[src/rtl/uart_pkg.sv]
// Shared types for the UART transmit path: data width and the queue-to-Uart8
// handshake state encoding.
package uart_pkg;

    localparam int UART_DATA_W = 8;

    typedef enum logic [1:0] {
        IDLE  = 2'd0,
        START = 2'd1,
        SEND  = 2'd2
    } tx_queue_state_t;

endpackage

[src/rtl/byte_fifo.sv]
// Synchronous byte FIFO: circular memory, wrapping pointers, occupancy count
// and flags. Pushes while full and pops while empty are ignored.
module byte_fifo
    import uart_pkg::*;
#(
    parameter int  DEPTH = 16,
    localparam int AW    = $clog2(DEPTH)
) (
    input  logic                   clk,
    input  logic                   reset,
    input  logic                   push,
    input  logic                   pop,
    input  logic [UART_DATA_W-1:0] wdata,
    output logic [UART_DATA_W-1:0] rdata,
    output logic [AW:0]            count,
    output logic                   empty,
    output logic                   full
);

    localparam logic [AW:0] FULL_CNT = (AW + 1)'(DEPTH);

    logic [UART_DATA_W-1:0] mem_q [DEPTH];
    logic [AW-1:0]          wr_ptr_q;
    logic [AW-1:0]          rd_ptr_q;
    logic [AW:0]            count_q;
    logic                   do_push;
    logic                   do_pop;

    assign empty   = (count_q == '0);
    assign full    = (count_q == FULL_CNT);
    assign do_push = push && !full;
    assign do_pop  = pop && !empty;
    assign rdata   = mem_q[rd_ptr_q];
    assign count   = count_q;

    // Pointers are exactly AW bits, so wrap modulo DEPTH comes for free.
    always_ff @(posedge clk or posedge reset) begin
        if (reset) begin
            wr_ptr_q <= '0;
            rd_ptr_q <= '0;
            count_q  <= '0;
        end else begin
            if (do_push) wr_ptr_q <= wr_ptr_q + 1'b1;
            if (do_pop)  rd_ptr_q <= rd_ptr_q + 1'b1;
            case ({do_push, do_pop})
                2'b10:   count_q <= count_q + 1'b1;
                2'b01:   count_q <= count_q - 1'b1;
                default: count_q <= count_q;
            endcase
        end
    end

    always_ff @(posedge clk) begin
        if (do_push) mem_q[wr_ptr_q] <= wdata;
    end

endmodule

[src/rtl/uart_tx_queue.sv]
// Byte queue in front of Uart8: buffers producer bytes and hands them to the
// transmitter one frame at a time through the txStart/txBusy handshake.
module uart_tx_queue
    import uart_pkg::*;
#(
    parameter int  DEPTH = 16,
    localparam int AW    = $clog2(DEPTH)
) (
    input  logic                   clk,
    input  logic                   reset,
    input  logic                   en,
    input  logic                   inValid,
    input  logic [UART_DATA_W-1:0] inData,
    output logic                   inReady,
    input  logic                   clrOvf,
    output logic                   txEn,
    output logic                   txStart,
    output logic [UART_DATA_W-1:0] txIn,
    input  logic                   txBusy,
    input  logic                   txDone,
    output logic [AW:0]            count,
    output logic                   empty,
    output logic                   full,
    output logic                   overflow,
    output logic                   idle
);

    tx_queue_state_t        state_q;
    logic                   txStart_q;
    logic                   txEn_q;
    logic [UART_DATA_W-1:0] txIn_q;
    logic                   overflow_q;
    logic                   overflow_d;
    logic                   push;
    logic                   pop;
    logic [UART_DATA_W-1:0] fifo_rdata;
    logic                   unused_txdone;

    assign unused_txdone = txDone;

    byte_fifo #(.DEPTH(DEPTH)) u_fifo (
        .clk   (clk),
        .reset (reset),
        .push  (push),
        .pop   (pop),
        .wdata (inData),
        .rdata (fifo_rdata),
        .count (count),
        .empty (empty),
        .full  (full)
    );

    // inReady is taken from the pre-pop fullness, so a push racing a pop on a
    // full queue is rejected.
    assign inReady = !full;
    assign push    = inValid && inReady;
    assign pop     = (state_q == IDLE) && en && !empty;

    always_comb begin
        overflow_d = overflow_q;
        if (inValid && full) begin
            overflow_d = 1'b1;
        end else if (clrOvf) begin
            overflow_d = 1'b0;
        end
    end

    // txStart is held until Uart8 answers with txBusy (it only samples on baud
    // ticks), then dropped so the same byte is not sent twice.
    always_ff @(posedge clk or posedge reset) begin
        if (reset) begin
            state_q    <= IDLE;
            txStart_q  <= 1'b0;
            txEn_q     <= 1'b0;
            txIn_q     <= '0;
            overflow_q <= 1'b0;
        end else begin
            overflow_q <= overflow_d;
            case (state_q)
                IDLE: begin
                    if (pop) begin
                        txIn_q    <= fifo_rdata;
                        txStart_q <= 1'b1;
                        txEn_q    <= 1'b1;
                        state_q   <= START;
                    end else begin
                        txEn_q <= en;
                    end
                end
                START: begin
                    txEn_q <= 1'b1;
                    if (txBusy) begin
                        txStart_q <= 1'b0;
                        state_q   <= SEND;
                    end
                end
                SEND: begin
                    if (!txBusy) begin
                        txEn_q  <= en;
                        state_q <= IDLE;
                    end else begin
                        txEn_q <= 1'b1;
                    end
                end
                default: begin
                    txStart_q <= 1'b0;
                    txEn_q    <= en;
                    state_q   <= IDLE;
                end
            endcase
        end
    end

    assign txStart  = txStart_q;
    assign txEn     = txEn_q;
    assign txIn     = txIn_q;
    assign overflow = overflow_q;
    assign idle     = empty && (state_q == IDLE);

endmodule

[config.mk]
export PLATFORM = sky130hd
export DESIGN_NAME = uart_tx_queue
export DESIGN_NICKNAME = d
export VERILOG_FILES = /design/src/rtl/uart_pkg.sv /design/src/rtl/byte_fifo.sv /design/src/rtl/uart_tx_queue.sv
export SDC_FILE = /design/constraint.sdc
export NUM_CORES = 1
export LEC_CHECK = 0
export ABC_AREA = 1
export BUFFER_PORTS_ARGS = -buffer_cell sky130_fd_sc_hd__buf_2
export CORE_UTILIZATION = 35
export CTS_BUF_LIST = sky130_fd_sc_hd__clkbuf_8 sky130_fd_sc_hd__clkbuf_16
export DETAILED_ROUTE_END_ITERATION = 7
export PLACE_DENSITY = 0.5
export SLEW_MARGIN = 20
export SYNTH_ARGS = -nofsm -noshare
export SYNTH_HDL_FRONTEND = slang
export SYNTH_SLANG_ARGS = --single-unit
export TNS_END_PERCENT = 20
[constraint.sdc]
create_clock -name clk -period 2.2 [get_ports clk]
set_clock_uncertainty 0.2 [all_clocks]
set_input_delay 0.33 -clock clk [delete_from_list [all_inputs] [get_ports clk]]
set_output_delay 0.33 -clock clk [all_outputs]
set_load 0.02 [all_outputs]
# After elaboration in Yosys (flattened, before gate mapping)
# Memory sizes are Yosys's and may differ from the RTL's. A register that Yosys moved wholly into a read port is not among the register bits.
# Cells that the tools add are included.
# Widths: inputs -> output; s select.
classes:
  addsub: 4
  mul: 0
  div: 0
  magnitude_cmp: 0
  n_eq_ne: 8
  n_shift: 0
  mux: 15
  bitwise_logic: 1
  reduce_logical: 16
ops:
  columns: ["op", "n"]
  rows:
  - ["$pmux 5 s2", 1]
  - ["$add 4x1->4 const B", 2]
  - ["$mux 1", 8]
  - ["$logic_and 1x1->1", 7]
  - ["$mux 2", 3]
  - ["$pmux 1 s3", 2]
  - ["$pmux 2 s3", 1]
  - ["$reduce_and 3->1", 2]
  - ["$add 5x1->5 const B", 1]
  - ["$eq 5x5->1 const B", 1]
  - ["$logic_not 5->1", 1]
  - ["$sub 5x1->5 const B", 1]
  - ["$eq 2x1->1 const B", 2]
  - ["$eq 2x2->1 const B", 2]
  - ["$ne 2x2->1 const B", 2]
  - ["$reduce_bool 2->1", 2]
  - ["$logic_not 1->1", 2]
  - ["$logic_not 2->1", 1]
  - ["$ne 2x1->1 const B", 1]
  - ["$reduce_and 2->1", 1]
  - ["$not 1->1", 1]
word_totals:
  reg_bits: 18
  latchBits: 0
  ram_bits: 128
  rom_bits: 0
  input_bits: 15
  out_inout_bits: 20
  word_cells: 52
  mem_count: 1
mem_list:
  columns: ["name", "words", "width", "rd", "rd_ports_with_merged_regs", "wr", "line", "rtl"]
  rows:
  - ["u_fifo.mem_q", 16, 8, 1, 1, 1, "byte_fifo.sv:22", "logic [UART_DATA_W-1:0] mem_q [DEPTH];"]

# Longest topological paths before layout
logic_depth:
  depth_word: 6
  mapped_depth: 17
  depth_no_buf: 16

# Cells and area by module
# From an unflattened synthesis, not the netlist that was laid out.
unflattened:
  hier_cells: 683
  area_unflattened_um2: 6797.8
modules_own_cells:
  columns: ["mod", "n_inst", "cells_per_inst", "area_each_um2"]
  rows:
  - ["byte_fifo", 1, 623, 6236.0]
  - ["uart_tx_queue", 1, 60, 561.8]

# Least setup slack after synthesis
# Ideal clock, no wire load.
synth_path:
  path_kind: "register -> register"
  start: "register u_fifo.count_q[1] (netlist: u_fifo.count[1])"
  end: "register u_fifo.count_q[4] (netlist: u_fifo.count[4])"
  arrival_time_ps: 2380
  required_time_ps: 1883
  path_slack_ps: -497
  stages_incl_launch_ff: 17
  path_cell_list: "dfrtp_1 inv_1 nand3_1 inv_1 nand2_1 nand2_2 buf_2 ha_1 inv_1 fa_1 inv_1 nand2_1 nand2_1 a21oi_1 xor2_1 nand2_1 nand2_1"
synth_via:
  elab_chain_cells: 6
synth_lines:
  columns: ["item", "line", "rtl"]
  rows:
  - ["from (decl)", "byte_fifo.sv:25", "logic [AW:0] count_q;"]
  - ["from (signal assigned)", "byte_fifo.sv:46", "2'b10: count_q <= count_q + 1'b1;"]
  - ["from (signal assigned)", "byte_fifo.sv:47", "2'b01: count_q <= count_q - 1'b1;"]
  - ["from (signal assigned)", "byte_fifo.sv:48", "default: count_q <= count_q;"]
  - ["$eq 5x5->1 *", "byte_fifo.sv:30", "assign full = (count_q == FULL_CNT);"]
  - ["$logic_not 1->1 *", "uart_tx_queue.sv:55", "assign inReady = !full;"]
  - ["via inReady", "uart_tx_queue.sv:14", "output logic inReady,"]
  - ["$logic_and 1x1->1", "uart_tx_queue.sv:56", "assign push = inValid && inReady;"]
  - ["$logic_and 1x1->1 *", "byte_fifo.sv:31", "assign do_push = push && !full;"]
  - ["$eq 2x1->1 / $eq 2x2->1 (equally long branches)", "byte_fifo.sv:45", "case ({do_push, do_pop})"]
  - ["$pmux 5 s2 / $reduce_bool 2->1 (equally long branches)", null, null]
# Mark *: on every way through the listed nets, which the timed path passes. The rest lies on a longest branch.
# A chain may end at the register's enable or synchronous reset.

# Worst setup path after layout
layout_path:
  start: "register u_fifo.count_q[3] (netlist: u_fifo.count[3])"
  end: "register u_fifo.count_q[4] (netlist: u_fifo.count[4])"
layout_via:
  elab_chain_cells: 6
layout_lines:
  columns: ["item", "line"]
  rows:
  - ["$eq 5x5->1 / $logic_not 5->1 (equally long branches)", "byte_fifo.sv:30, byte_fifo.sv:29"]
  - ["$logic_not 1->1 (on tied branches)", null]
  - ["$logic_and 1x1->1 (on tied branches)", "uart_tx_queue.sv:56, uart_tx_queue.sv:57"]
  - ["$logic_and 1x1->1 (on tied branches)", "byte_fifo.sv:31, byte_fifo.sv:32"]
  - ["$eq 2x1->1 / $eq 2x2->1 (equally long branches)", "byte_fifo.sv:45"]
  - ["$pmux 5 s2 / $reduce_bool 2->1 (equally long branches)", null]
# Parallel ways exist; a longest one is shown, timed or not.

==> key figures <==
Route
  – Antenna Nets Post-Route: 0
  – Total number of vias: 4706
  – Highest layer used for signal routing: met4
  – Ratio of routed vias to standard cells: 4.57
  – Detail Route met2 WL: approximately 7700 um
  – # DRC: 0
  – Routed met3 length: 541 um
  – Post-route met1 wirelength: 7470 um
  – DRT Pass-1 Iters: 5
  – Wire length per cell after detailed routing: 15.6 um
  – WL final: 16000 um
  – Drt first-iter violations: 308

STA
  – Final Slew Violations: 0
  – Worst hold margin: approximately 0.12 ns
  – Final Hold Violating Endpoints: 0
  – Post-route setup slack: -0.0171 ns
  – Minimum clock period after layout: between 2 and 2.5 ns
  – Relative slew slack: 0.680
  – Setup repair after global routing missed its margin: yes
  – Final setup violating endpoints: 2
  – Final worst-path cycle share: 1.01
  – Fmax: 451 MHz
  – Pin slew with the least headroom to its limit: 0.480 ns

Synthesis
  – Number of flip-flops and latches in the synthesized netlist: about 150
  – Portion of synthesized cell area occupied by the leading cell type: 0.560
  – Post-Syn Nets: 710
  – Fraction of the yosys area taken by sequential cells: 0.655
  – Average cell area after synthesis: 10.0 sq um
  – Top post-synthesis cells by count: sky130_fd_sc_hd__nand2_1, sky130_fd_sc_hd__edfxtp_1, sky130_fd_sc_hd__inv_1, sky130_fd_sc_hd__nand3_1, sky130_fd_sc_hd__dfrtp_1
  – Cell taking the most area after synthesis: sky130_fd_sc_hd__edfxtp_1
  – Cell Area, Synth: about 6900 sq um
  – Number of distinct standard cells referenced by the synthesized netlist: 25
  – Cell with the most instances after synthesis: sky130_fd_sc_hd__nand2_1
  – Share of flip-flops with an asynchronous set or reset: 0.169
  – Number of enable-type register cells in the synthesized netlist: ~130
  – Cells after Synth: 685
  – Top cells by area in the synthesized netlist: sky130_fd_sc_hd__edfxtp_1, sky130_fd_sc_hd__nand2_1, sky130_fd_sc_hd__dfrtp_1, sky130_fd_sc_hd__nand3_1, sky130_fd_sc_hd__inv_1
  – Number of warnings issued by yosys: 0
  – Top flip-flop cell by instance count after synthesis: sky130_fd_sc_hd__edfxtp_1

Place
  – Final HPWL from detailed placement: about 10000 um
  – Port Buffers: 33
  – Minimum setup slack after placement: -0.0298 ns
  – Cell count after placement: 984
  – Placer Congestion: 0.806
  – Placed Area: around 7500 sq um

Global routing
  – First-pass GRT wire length: 25600 um
  – Overflow left after global routing: 0
  – Maximum number of pins on one net before global-route repair: 67
  – Overall routing resource usage: 0.174
  – Via count of the first global-routing pass: between 4000 and 5000
  – Number of antenna violations at the first check in global routing: 1

Finish
  – Area overhead of the layout relative to synthesis: 20.3%
  – Finished layout cell area: 8250 sq um
  – Finished Layout Cells: between 1000 and 1500
  – Final cell utilization of the core: 0.435
  – Number of antenna cells inserted: 0
  – Net count of the finished layout: between 700 and 800
  – Ratio of cells with drive above 1 in the final layout: 0.178

Job
  – Max Cap Viol: 0

Floorplan
  – Core Footprint: 19000 sq um
  – Die X: ~140 um
  – Initial standard-cell utilization of the core: 0.362
  – Die area: just over 20000 sq um
  – Std-Cell Rows: 50
  – Die boundary height: 142 um
  – Number of ports placed on the die boundary: 35

Worst setup path
  – Endpoint class of the critical path: flop
  – Category of the critical setup timing path: reg -> reg
  – Reg-to-Reg Start: u_fifo.count[3]
  – Destination of the worst register-to-register timing path: u_fifo.count[4]
  – R2R depth: 15
  – Crit path max fanout: 4
  – Worst setup slack for register-to-register paths: -0.02 ns
  – Worst endpoint data arrival time: ~2.3 ns
  – CP startpoint kind: flop
  – Critical Path RT: 2.31 ns

Clock network
  – Level count of the clock H-tree: 4
  – Number of sinks on the clock net: 154
  – Clock slew at the register clock pins of the worst setup and hold paths: around 0.06 ns
  – Largest buffer count on any clock path: 2
  – Latest clock arrival within the worst-skew pair: 0.42 ns
  – Cell chosen for the clock root: sky130_fd_sc_hd__clkbuf_16
  – Cts bufs inserted: 17
  – CTS tree: built

Worst hold path
  – Terminating pin of the worst hold path: u_fifo.mem_q[10][7]
  – Worst min-delay path class: in -> reg
  – Hold Path Origin: inData[7]
  – Worst hold stages: 1

Power and ir drop
  – IR drop worst, VDD: 0.642 mV
  – Leakage power: about 3.7 nW
  – Power per cell area: 1290 nW/um^2

Status
  – Failing checks: setup timing
  – Run status: finished with violations
==> per-layer routing <==
| metal | vias up | GRT usage |
|---|---|---|
| li1 | 2326 | - |
| met1 | 2265 | 0.232 |
| met2 | 91 | 0.278 |
| met3 | 24 | 0.0303 |
| met4 | 0 | 0.0787 |
| met5 | - | 0 |
==> cell type report <==
cell class | instances | area [sq um]
fill | 1792 | 10700
timing repair buffer | 81 | 579
clock buffer | 17 | 425
tap | 260 | 325
sequential | 154 | 4500
multi-input combinational | 374 | 1800
inverter | 129 | 484
clock inverter | 15 | 135
==> what timing repair did <==
item / 4_1_cts / 5_1_grt
resized for setup: 4 / 15
endpoints found under the setup margin: 2 / 15
pin swaps: 8 / 8
hold buffers: 5 / 0
hold endpoints to repair: 30 / 0
cloned: 0 / 0
buffers inserted: 6 / 4
==> layout by cell type (no fill, tap or decap), types with 3 or more instances in the layout <==
cell / n
sky130_fd_sc_hd__clkbuf_16: 17
sky130_fd_sc_hd__nor2_1: 5
sky130_fd_sc_hd__dfrtp_2: 5
sky130_fd_sc_hd__nor3_1: 12
sky130_fd_sc_hd__clkinv_1: 4
sky130_fd_sc_hd__buf_2: 33
sky130_fd_sc_hd__dlygate4sd3_1: 5
sky130_fd_sc_hd__inv_1: 121
sky130_fd_sc_hd__ha_1: 6
sky130_fd_sc_hd__xor2_1: 7
sky130_fd_sc_hd__buf_4: 39
sky130_fd_sc_hd__ha_4: 3
sky130_fd_sc_hd__dfrtp_1: 21
sky130_fd_sc_hd__nor2_2: 7
sky130_fd_sc_hd__clkinv_2: 3
sky130_fd_sc_hd__nand3_1: 100
sky130_fd_sc_hd__nand2_2: 5
sky130_fd_sc_hd__o21ai_0: 5
sky130_fd_sc_hd__nand2_1: 211
sky130_fd_sc_hd__edfxtp_1: 128
sky130_fd_sc_hd__buf_12: 3
sky130_fd_sc_hd__inv_2: 9
==> logic make-up (layout without fill, tap and decap cells) <==
logic type               Yosys count  after routing  synth area share
AO/OA/AOI/OAI                     13             13            0.0104
XOR/XNOR                           9              9            0.0115
adder cells (fa/ha/maj)           10             10            0.0193
buffers and inverters            157            242            0.0952
flip-flops                       154            154             0.655
AND/OR/NAND/NOR                  342            342             0.208
==> per-stage QoR <==
stage / setup TNS [ns] / power [mW]
detailed placement: -0.0298 / 7.80
finish: -0.0287 / 10.7
global route: -0.225 / 11.4
CTS: -0.000416 / 10.7
floorplan: -0.130 / 6.53
global placement: 0 / 7.70
==> power breakdown <==
part / internal [mW] / switching, mW / leakage [nW]
logic: 1.39 / 2.65 / 1.96
clock network: 1.65 / 1.12 / 0.278
registers: 3.64 / 0.231 / 1.47
total: 6.68 / 4.00 / 3.71
==> state kept, by name, summed over array words and instances, names as in the netlist <==
name             flops
u_fifo.mem_q       128
txEn                 1
u_fifo.wr_ptr_q      4
txStart              1
u_fifo.count         5
state_q              2
overflow             1
u_fifo.rd_ptr_q      4
txIn                 8
==> worst max path at each step <==
stage,cells after the start,to,startpoint
2_1_floorplan,16,u_fifo.count[4],u_fifo.count[3]
3_3_place_gp,15,u_fifo.count[4],u_fifo.count[3]
3_5_place_dp,14,u_fifo.count[3],u_fifo.count[3]
4_1_cts,15,u_fifo.count[4],u_fifo.count[2]
5_1_grt,15,u_fifo.count[4],u_fifo.count[3]
6_report,15,u_fifo.count[4],u_fifo.count[3]
==> worst max-delay path, stage by stage, from the launching register on <==
cell and delay, ns:
sky130_fd_sc_hd__dfrtp_2 0.40, sky130_fd_sc_hd__nor2_2 0.10, sky130_fd_sc_hd__nand3_1 0.09, sky130_fd_sc_hd__inv_2 0.09
sky130_fd_sc_hd__nand2_4 0.06, sky130_fd_sc_hd__nand2_4 0.10, sky130_fd_sc_hd__ha_4 0.17, sky130_fd_sc_hd__inv_2 0.04
sky130_fd_sc_hd__fa_2 0.37, sky130_fd_sc_hd__inv_2 0.06, sky130_fd_sc_hd__nand2_2 0.06, sky130_fd_sc_hd__nand2_2 0.07
sky130_fd_sc_hd__a21oi_2 0.05, sky130_fd_sc_hd__xor2_1 0.13, sky130_fd_sc_hd__nand2_1 0.06, sky130_fd_sc_hd__nand2_1 0.04
(Power assumes the default switching activity.)
